<file path="config.mk">
export PLATFORM = sky130hd
export DESIGN_NAME = fifo_rd_ctrl_flat
export DESIGN_NICKNAME = d
export VERILOG_FILES = /design/src/rtl/fifo_rd_ctrl_if.sv /design/src/rtl/fifo_rd_ctrl.sv /design/src/flat_wrapper.sv
export SDC_FILE = /design/constraint.sdc
export NUM_CORES = 1
export LEC_CHECK = 0
export BUFFER_PORTS_ARGS = -buffer_cell sky130_fd_sc_hd__buf_4
export CORE_MARGIN = 1.5
export CORE_UTILIZATION = 48
export CTS_BUF_LIST = sky130_fd_sc_hd__clkbuf_16
export DETAILED_ROUTE_END_ITERATION = 12
export GPL_ROUTABILITY_DRIVEN = 0
export HOLD_SLACK_MARGIN = 0.05
export PLACE_DENSITY = 0.82
export SLEW_MARGIN = 10
export SYNTH_ARGS = -nofsm -noshare
export SYNTH_HDL_FRONTEND = slang
export SYNTH_SLANG_ARGS = --single-unit
</file>
<file path="constraint.sdc">
create_clock -name clk -period 4.2 [get_ports clk]
set_input_delay 0 -clock clk [delete_from_list [all_inputs] [get_ports clk]]
set_output_delay 0 -clock clk [all_outputs]
set_load 0.01 [all_outputs]
</file>
<file path="src/rtl/fifo_rd_ctrl_if.sv">
// Read-side bundle of the async FIFO: synchronized write pointer and flag,
// memory read port and the registered output stream.
interface fifo_rd_ctrl_if #(
  parameter int DEPTH = 7,
  parameter int WIDTH = 8
);
  logic [DEPTH:0]   w2rsync2_ptr;
  logic             empty_rd;
  logic [DEPTH:0]   rd_ptr;
  logic             mem_rd_en;
  logic [DEPTH-1:0] mem_rd_addr;
  logic [WIDTH-1:0] mem_rdata;
  logic [WIDTH-1:0] dout;
  logic             dout_valid;
  logic             dout_ready;

  modport master (
    input  w2rsync2_ptr, empty_rd, mem_rdata, dout_ready,
    output rd_ptr, mem_rd_en, mem_rd_addr, dout, dout_valid
  );

  modport slave (
    output w2rsync2_ptr, empty_rd, mem_rdata, dout_ready,
    input  rd_ptr, mem_rd_en, mem_rd_addr, dout, dout_valid
  );
endinterface

</file>
<file path="src/rtl/fifo_rd_ctrl.sv">
// Async-FIFO read controller: IDLE/FETCH/VALID sequencer with a registered output word.
// Optional occupancy output rd_count is enabled by defining FIFO_RD_OCC_EN.
module fifo_rd_ctrl #(
  parameter int DEPTH = 7,
  parameter int WIDTH = 8
) (
  input  logic           clk,
  input  logic           rst,
  fifo_rd_ctrl_if.master bus
`ifdef FIFO_RD_OCC_EN
  ,
  output logic [DEPTH:0] rd_count
`endif
);

  localparam logic [1:0]     ST_IDLE  = 2'd0;
  localparam logic [1:0]     ST_FETCH = 2'd1;
  localparam logic [1:0]     ST_VALID = 2'd2;
  localparam logic [DEPTH:0] PTR_ZERO = {(DEPTH+1){1'b0}};
  localparam logic [DEPTH:0] PTR_ONE  = {{DEPTH{1'b0}}, 1'b1};

  logic [1:0]       state_r;
  logic [1:0]       state_next_s;
  logic [DEPTH:0]   rd_ptr_r;
  logic [WIDTH-1:0] dout_r;
  logic             dout_valid_r;
  logic             can_read_s;
  logic             rd_en_s;

  // The local pointer compare guards against a stale empty flag from the flags stage.
  assign can_read_s = !bus.empty_rd && (rd_ptr_r != bus.w2rsync2_ptr);

  // Next-state and read-strobe decode.
  always_comb begin
    state_next_s = state_r;
    rd_en_s      = 1'b0;
    case (state_r)
      ST_IDLE: begin
        if (can_read_s) begin
          state_next_s = ST_FETCH;
          rd_en_s      = 1'b1;
        end else begin
          state_next_s = ST_IDLE;
        end
      end
      ST_FETCH: begin
        state_next_s = ST_VALID;
      end
      ST_VALID: begin
        if (bus.dout_ready && can_read_s) begin
          state_next_s = ST_FETCH;
          rd_en_s      = 1'b1;
        end else if (bus.dout_ready) begin
          state_next_s = ST_IDLE;
        end else begin
          state_next_s = ST_VALID;
        end
      end
      default: begin
        state_next_s = ST_IDLE;
        rd_en_s      = 1'b0;
      end
    endcase
  end

  // State, pointer and output word; reset drops any fetch still in flight.
  always_ff @(posedge clk) begin
    if (rst) begin
      state_r      <= ST_IDLE;
      rd_ptr_r     <= PTR_ZERO;
      dout_r       <= {WIDTH{1'b0}};
      dout_valid_r <= 1'b0;
    end else begin
      state_r      <= state_next_s;
      dout_valid_r <= (state_next_s == ST_VALID);
      if (rd_en_s) begin
        rd_ptr_r <= rd_ptr_r + PTR_ONE;
      end
      if (state_r == ST_FETCH) begin
        dout_r <= bus.mem_rdata;
      end
    end
  end

  assign bus.rd_ptr      = rd_ptr_r;
  assign bus.mem_rd_en   = rd_en_s && !rst;
  assign bus.mem_rd_addr = rd_ptr_r[DEPTH-1:0];
  assign bus.dout        = dout_r;
  assign bus.dout_valid  = dout_valid_r;

`ifdef FIFO_RD_OCC_EN
  logic [DEPTH:0] rd_count_r;

  // Occupancy as seen from the read domain, wrapping with the pointers.
  always_ff @(posedge clk) begin
    if (rst) begin
      rd_count_r <= PTR_ZERO;
    end else begin
      rd_count_r <= bus.w2rsync2_ptr - rd_ptr_r;
    end
  end

  assign rd_count = rd_count_r;
`endif

endmodule

</file>
<file path="src/flat_wrapper.sv">
// flat-port wrapper written by rule: the top's interface ports become plain ports
module fifo_rd_ctrl_flat 
#(
  parameter int DEPTH = 7,
  parameter int WIDTH = 8
)
  (clk, rst, bus_w2rsync2_ptr, bus_empty_rd, bus_mem_rdata, bus_dout_ready, bus_rd_ptr, bus_mem_rd_en, bus_mem_rd_addr, bus_dout, bus_dout_valid);
  fifo_rd_ctrl_if #(.DEPTH(DEPTH), .WIDTH(WIDTH)) bus_i ();
  input  logic clk;
  input  logic rst;
  input wire logic [$bits(bus_i.w2rsync2_ptr)-1:0] bus_w2rsync2_ptr;
  input wire logic [$bits(bus_i.empty_rd)-1:0] bus_empty_rd;
  input wire logic [$bits(bus_i.mem_rdata)-1:0] bus_mem_rdata;
  input wire logic [$bits(bus_i.dout_ready)-1:0] bus_dout_ready;
  output wire logic [$bits(bus_i.rd_ptr)-1:0] bus_rd_ptr;
  output wire logic [$bits(bus_i.mem_rd_en)-1:0] bus_mem_rd_en;
  output wire logic [$bits(bus_i.mem_rd_addr)-1:0] bus_mem_rd_addr;
  output wire logic [$bits(bus_i.dout)-1:0] bus_dout;
  output wire logic [$bits(bus_i.dout_valid)-1:0] bus_dout_valid;
  assign bus_i.w2rsync2_ptr = bus_w2rsync2_ptr;
  assign bus_i.empty_rd = bus_empty_rd;
  assign bus_i.mem_rdata = bus_mem_rdata;
  assign bus_i.dout_ready = bus_dout_ready;
  assign bus_rd_ptr = bus_i.rd_ptr;
  assign bus_mem_rd_en = bus_i.mem_rd_en;
  assign bus_mem_rd_addr = bus_i.mem_rd_addr;
  assign bus_dout = bus_i.dout;
  assign bus_dout_valid = bus_i.dout_valid;
  fifo_rd_ctrl #(.DEPTH(DEPTH), .WIDTH(WIDTH)) u_core (.clk(clk), .rst(rst), .bus(bus_i));
endmodule
</file>
# Yosys cells after proc, flatten, opt, wreduce, memory -nomap -nowiden
# Cells that the tools add are included.
totals:
  latch_bits: 0
  ramBits: 0
  in_bits: 20
  mem_bits_ro: 0
  mem_count: 0
  ff_bits: 19
  word_cells: 22
op_classes:
  n_shift: 0
  div: 0
  n_reduce_logical: 6
  bitwise: 0
  mul: 0
  addsub: 1
  magnitude_cmp: 0
  n_eq_ne: 4
  muxes: 7
ops:
  columns: ["cell", "count"]
  rows:
  - ["adder 8 x 1 -> 8 bit, second input constant", 1]
  - ["!= test 8 bit", 1]
  - ["one-hot mux 2 bit (3 select lines)", 1]
  - ["== test 2 bit, second input constant", 2]
  - ["two-way mux 2 bit", 2]
  - ["logical AND 1 bit", 3]
  - ["two-way mux 1 bit", 3]
  - ["== test 2 x 1 -> 1 bit, second input constant", 1]
  - ["zero test 1 bit", 2]
  - ["zero test 2 bit", 1]
  - ["one-hot mux 1 bit (2 select lines)", 1]

# Depth between registers and ports, before layout
logic_depth:
  ltp_word: 6
  ltp_mapped: 6

# Worst setup path before layout
# No wires, ideal clock.
synth_timing:
  path_kind: "register to register"
  from: "register u_core.rd_ptr_r[0], in the netlist u_core.bus.rd_ptr[0]"
  to: "register u_core.rd_ptr_r[3], in the netlist u_core.bus.rd_ptr[3]"
  path_stages_with_launch: 6
  n_path_buf: 0
  required_time_ns: 4.077
  period_less_slack_ns: 1.713
  slack_ns: 2.487
  t_arrival_ns: 1.590
  cell_sequence: "dfxtp_1 xor2_1 nor4_2 a21oi_4 nand4_1 mux2_1"
synth_via:
  elab_chain_len: 5
  elab_cells_between_ends: 7
  classes_between: "add/sub: 1; eq/ne: 1; mux: 3; reduce/logical: 2"
synth_rtl:
  columns: ["element", "line", "text"]
  rows:
  - ["from (decl)", "fifo_rd_ctrl.sv:24", "logic [DEPTH:0] rd_ptr_r;"]
  - ["from (signal assigned)", "fifo_rd_ctrl.sv:77", "rd_ptr_r <= rd_ptr_r + PTR_ONE;"]
  - ["!= test 8 bit", "fifo_rd_ctrl.sv:31", "assign can_read_s = !bus.empty_rd && (rd_ptr_r != bus.w2rsync2_ptr);"]
  - ["logical AND 1 bit", "fifo_rd_ctrl.sv:31", null]
  - ["logical AND 1 bit", "fifo_rd_ctrl.sv:50", "if (bus.dout_ready && can_read_s) begin"]
  - ["two-way mux 1 bit", "fifo_rd_ctrl.sv:50", null]
  - ["one-hot mux 1 bit (2 select lines)", "fifo_rd_ctrl.sv:37", "case (state_r)"]
# Parallel ways exist; a longest one is shown, timed or not.
# A chain may end at the register's enable or synchronous reset.

# Worst setup path after layout
layout_timing:
  from: "register u_core.rd_ptr_r[0], in the netlist u_core.bus.rd_ptr[0]"
  to: "register u_core.rd_ptr_r[4], in the netlist u_core.bus.rd_ptr[4]"
# Same word-level chain as after synthesis.

==> impl_results.md <==
- Share of layout cells above drive strength 1: 0.351
- Fin util: 0.778
- Clock share of power: 0.424
- Drc violations: 0
- Reg power frac: 0.421
- Top-count cell post-synth: dfxtp_1
- Total power: 467 uW
- Post-route ant nets: 0
- First-pass DRT Iterations: 4
- Cell taking the most area after synthesis: dfxtp_1
- Worst Hold Class: in2reg
- Synthesized cell area: 952 sq um
- Clock Skew: 1.25 ps
- Largest buffer count on any clock path: 2
- Final Hold Vio Count: 0
- Max transition margin: 0.682
- DRT iter0 DRCs: 20
- Initial Utilization: 0.528
- Worst path required time: 4330 ps
- Pwr dens: 333 nW/um^2
- Total gr overflow: 0
- RSZ-0062 raised after global routing: no
- Worst R2R End: u_core.bus.rd_ptr[4]$_SDFFE_PP0P_
- Outcome: finished clean
- Die ar.: 2260 sq um
- Logic pwr share: 0.155
- Root Buffer: clkbuf_16
- IO Count: 45
- Post-Syn Nets: 128
- GRT Util Overall: 0.255
- Die width: 47.5 um
- First-pass GRT wire length: 4020 um
- Post-synthesis sequential area ratio: 0.399
- CTS resizes: 0
- Vias in the first global route: 902
- Initial antenna violation count: 0
- Syn-to-layout area delta: 47.2%
- Synth Instances: 107
- Core area: 1800 sq um
- Post-synth cell types: 25
- Worst setup SP type: flip-flop
- Worst VDD drop: 0.271 mV
- Mean Syn Cell Area: 8.90 sq um
- # Post-CTS Setup Buffers: 0
- Actual slew at the worst max-slew pin: 472 ps
- Final setup margin: 2280 ps
- Clock Latency Late Sink: 250 ps
- Antenna Cells: 0
- CTS Hold Bufs: 8
- Max Fanout on Critical Path: 10
- Synthesis warning total: 0
- R2R cell count: 5
- Die height: 47.5 um
- Final std cell area, no fill: 1400 sq um
- CTS HTree Levels: 1
- Commonest cells post-synth: dfxtp_1, nand2_1, a21oi_1, nor2_1, xor2_1
- Port Buf Inserts: 44
- Vias per cell: 5.19
- Reg clk slew, reported paths: 50 ps
- Max Slew Vio Count: 0
- Placed inst area: 1240 sq um
- Max Cap Viol: 0
- Pint: 355 uW
- Yosys reg bits: 19
- Period minus WS final: 1920 ps
- R2R Setup Slk: 2280 ps
- Rows: 15
- CTS tree: yes
- NetSw: 112 uW
- Reg2reg start: u_core.bus.rd_ptr[0]$_SDFFE_PP0P_
- Switching share of power: 0.239
- Nets: 173
- Num Clock Sinks: 19
- Sum Neg Setup Slack: 0 ps
- Layout fillers: 137
- Wire per inst: 14.7 um
- Post-synth EDFFs: 0
- DR vias: 914
- Crit Path Class: reg2reg
- Yosys top cell area share: 0.399
- Critical Path Sink: u_core.bus.rd_ptr[4]$_SDFFE_PP0P_
- Largest net degree at the start of global routing: 26
- Fin crit share: 0.457
- Worst EP arrival: 2050 ps
- CTS buffer count: 3
- Area contributors post-synth: dfxtp_1, xor2_1, nand2_1
- Crit end category: flip-flop
- Top_reg_cell synth: dfxtp_1
- Place WS: 2320 ps
- Final setup vio count: 0
- Detailed Place HPWL: 1640 um
- P_leak: 0.000642 uW
- Async SR Flop Fraction: 0
- Final WL: 2580 um
- Max Clk Rate: 521 MHz
- Crit path from: u_core.bus.rd_ptr[0]$_SDFFE_PP0P_
==> power by group through the flow <==
stage / Sequential (uW) / Clock [uW] / Combinational, uW
finish: 196 / 198 / 72.1
floorplan: 201 / 0 / 32.5
detailed placement: 200 / 0 / 65.1
CTS: 196 / 200 / 71.6
global placement: 199 / 0 / 63.2
global route: 197 / 208 / 78.8
==> logic make-up (layout without fill, tap and decap cells) <==
kind of cell / after synthesis / in the layout / share of synthesized area
AND/OR/NAND/NOR: 46 / 46 / 0.261
adder cells (fa/ha/maj): 1 / 1 / 0.0131
AO/OA/AOI/OAI: 14 / 14 / 0.0999
buffers and inverters: 12 / 56 / 0.0762
flip-flops: 19 / 19 / 0.399
multiplexers: 5 / 5 / 0.0578
XOR/XNOR: 10 / 10 / 0.0920
==> per-stage QoR <==
step                instances  hold WS [ps]
finish                    176          89.7
global route              176           110
CTS                       176          86.1
detailed placement        164           260
global placement          164           246
floorplan                 107           136
==> cell type report <==
type / instances / area (sq um) / area share
Sequential cell: 19 / 380 / 0.271
Timing Repair Buffer: 52 / 410 / 0.293
Clock buffer: 3 / 75.1 / 0.0536
Tap cell: 25 / 31.3 / 0.0223
Clock inverter: 1 / 5.00 / 0.00357
Multi-Input combinational cell: 76 / 499 / 0.356
==> worst min-delay path by stage <==
stage	start	to	slack [ps]	cells after the start
2_1_floorplan	bus_mem_rdata[0]	u_core.bus.dout[0]$_SDFFE_PP0N_	140	2
3_3_place_gp	bus_mem_rdata[7]	u_core.bus.dout[7]$_SDFFE_PP0N_	250	3
3_5_place_dp	bus_mem_rdata[7]	u_core.bus.dout[7]$_SDFFE_PP0N_	260	3
4_1_cts	rst	u_core.bus.rd_ptr[7]$_SDFFE_PP0P_	90	2
5_1_grt	rst	u_core.bus.rd_ptr[1]$_SDFFE_PP0P_	110	2
6_report	rst	u_core.bus.rd_ptr[0]$_SDFFE_PP0P_	90	2
==> registers in the layout, indices dropped and copies added (netlist names) <==
name and flops:
u_core.bus.rd_ptr 8, u_core.state_r 2, u_core.bus.dout 8, u_core.bus.dout_valid 1
==> metal layers <==
layer | global-route usage | wire [um] | up-vias
met1 | 0.291 | 1020 | 436
met3 | 0.0642 | 132 | 6
met4 | 0.103 | 52 | 0
met5 | 0 | 0 | -
met2 | 0.454 | 1380 | 32
li1 | - | - | 440
==> worst max-delay path: stages, from the launching register on <==
cell,delay (ps)
dfxtp_1,510
xor2_1,130
nor4_2,470
a21oi_4,180
nand4_1,160
mux2_1,340
==> layout by cell type (no fill, tap or decap) <==
cell type | Yosys | routed
buf_4 | 7 | 44
nor4_2 | 2 | 2
nand2_1 | 16 | 16
and2b_1 | 1 | 1
clkbuf_16 | 0 | 3
and4_1 | 2 | 2
nor2b_1 | 7 | 7
a31o_1 | 1 | 1
a21oi_1 | 11 | 11
clkinv_2 | 0 | 1
a21oi_4 | 1 | 1
xor2_1 | 8 | 8
nand4_1 | 3 | 3
xnor2_1 | 2 | 2
dfxtp_1 | 19 | 19
a2111oi_2 | 1 | 1
or3_4 | 1 | 1
ha_1 | 1 | 1
mux2i_1 | 1 | 1
nand3_1 | 3 | 3
dlygate4sd3_1 | 0 | 8
or2b_1 | 1 | 1
mux2_1 | 4 | 4
nand2b_1 | 2 | 2
nor2_1 | 8 | 8
No activity file was read; power rests on OpenSTA's default activity.
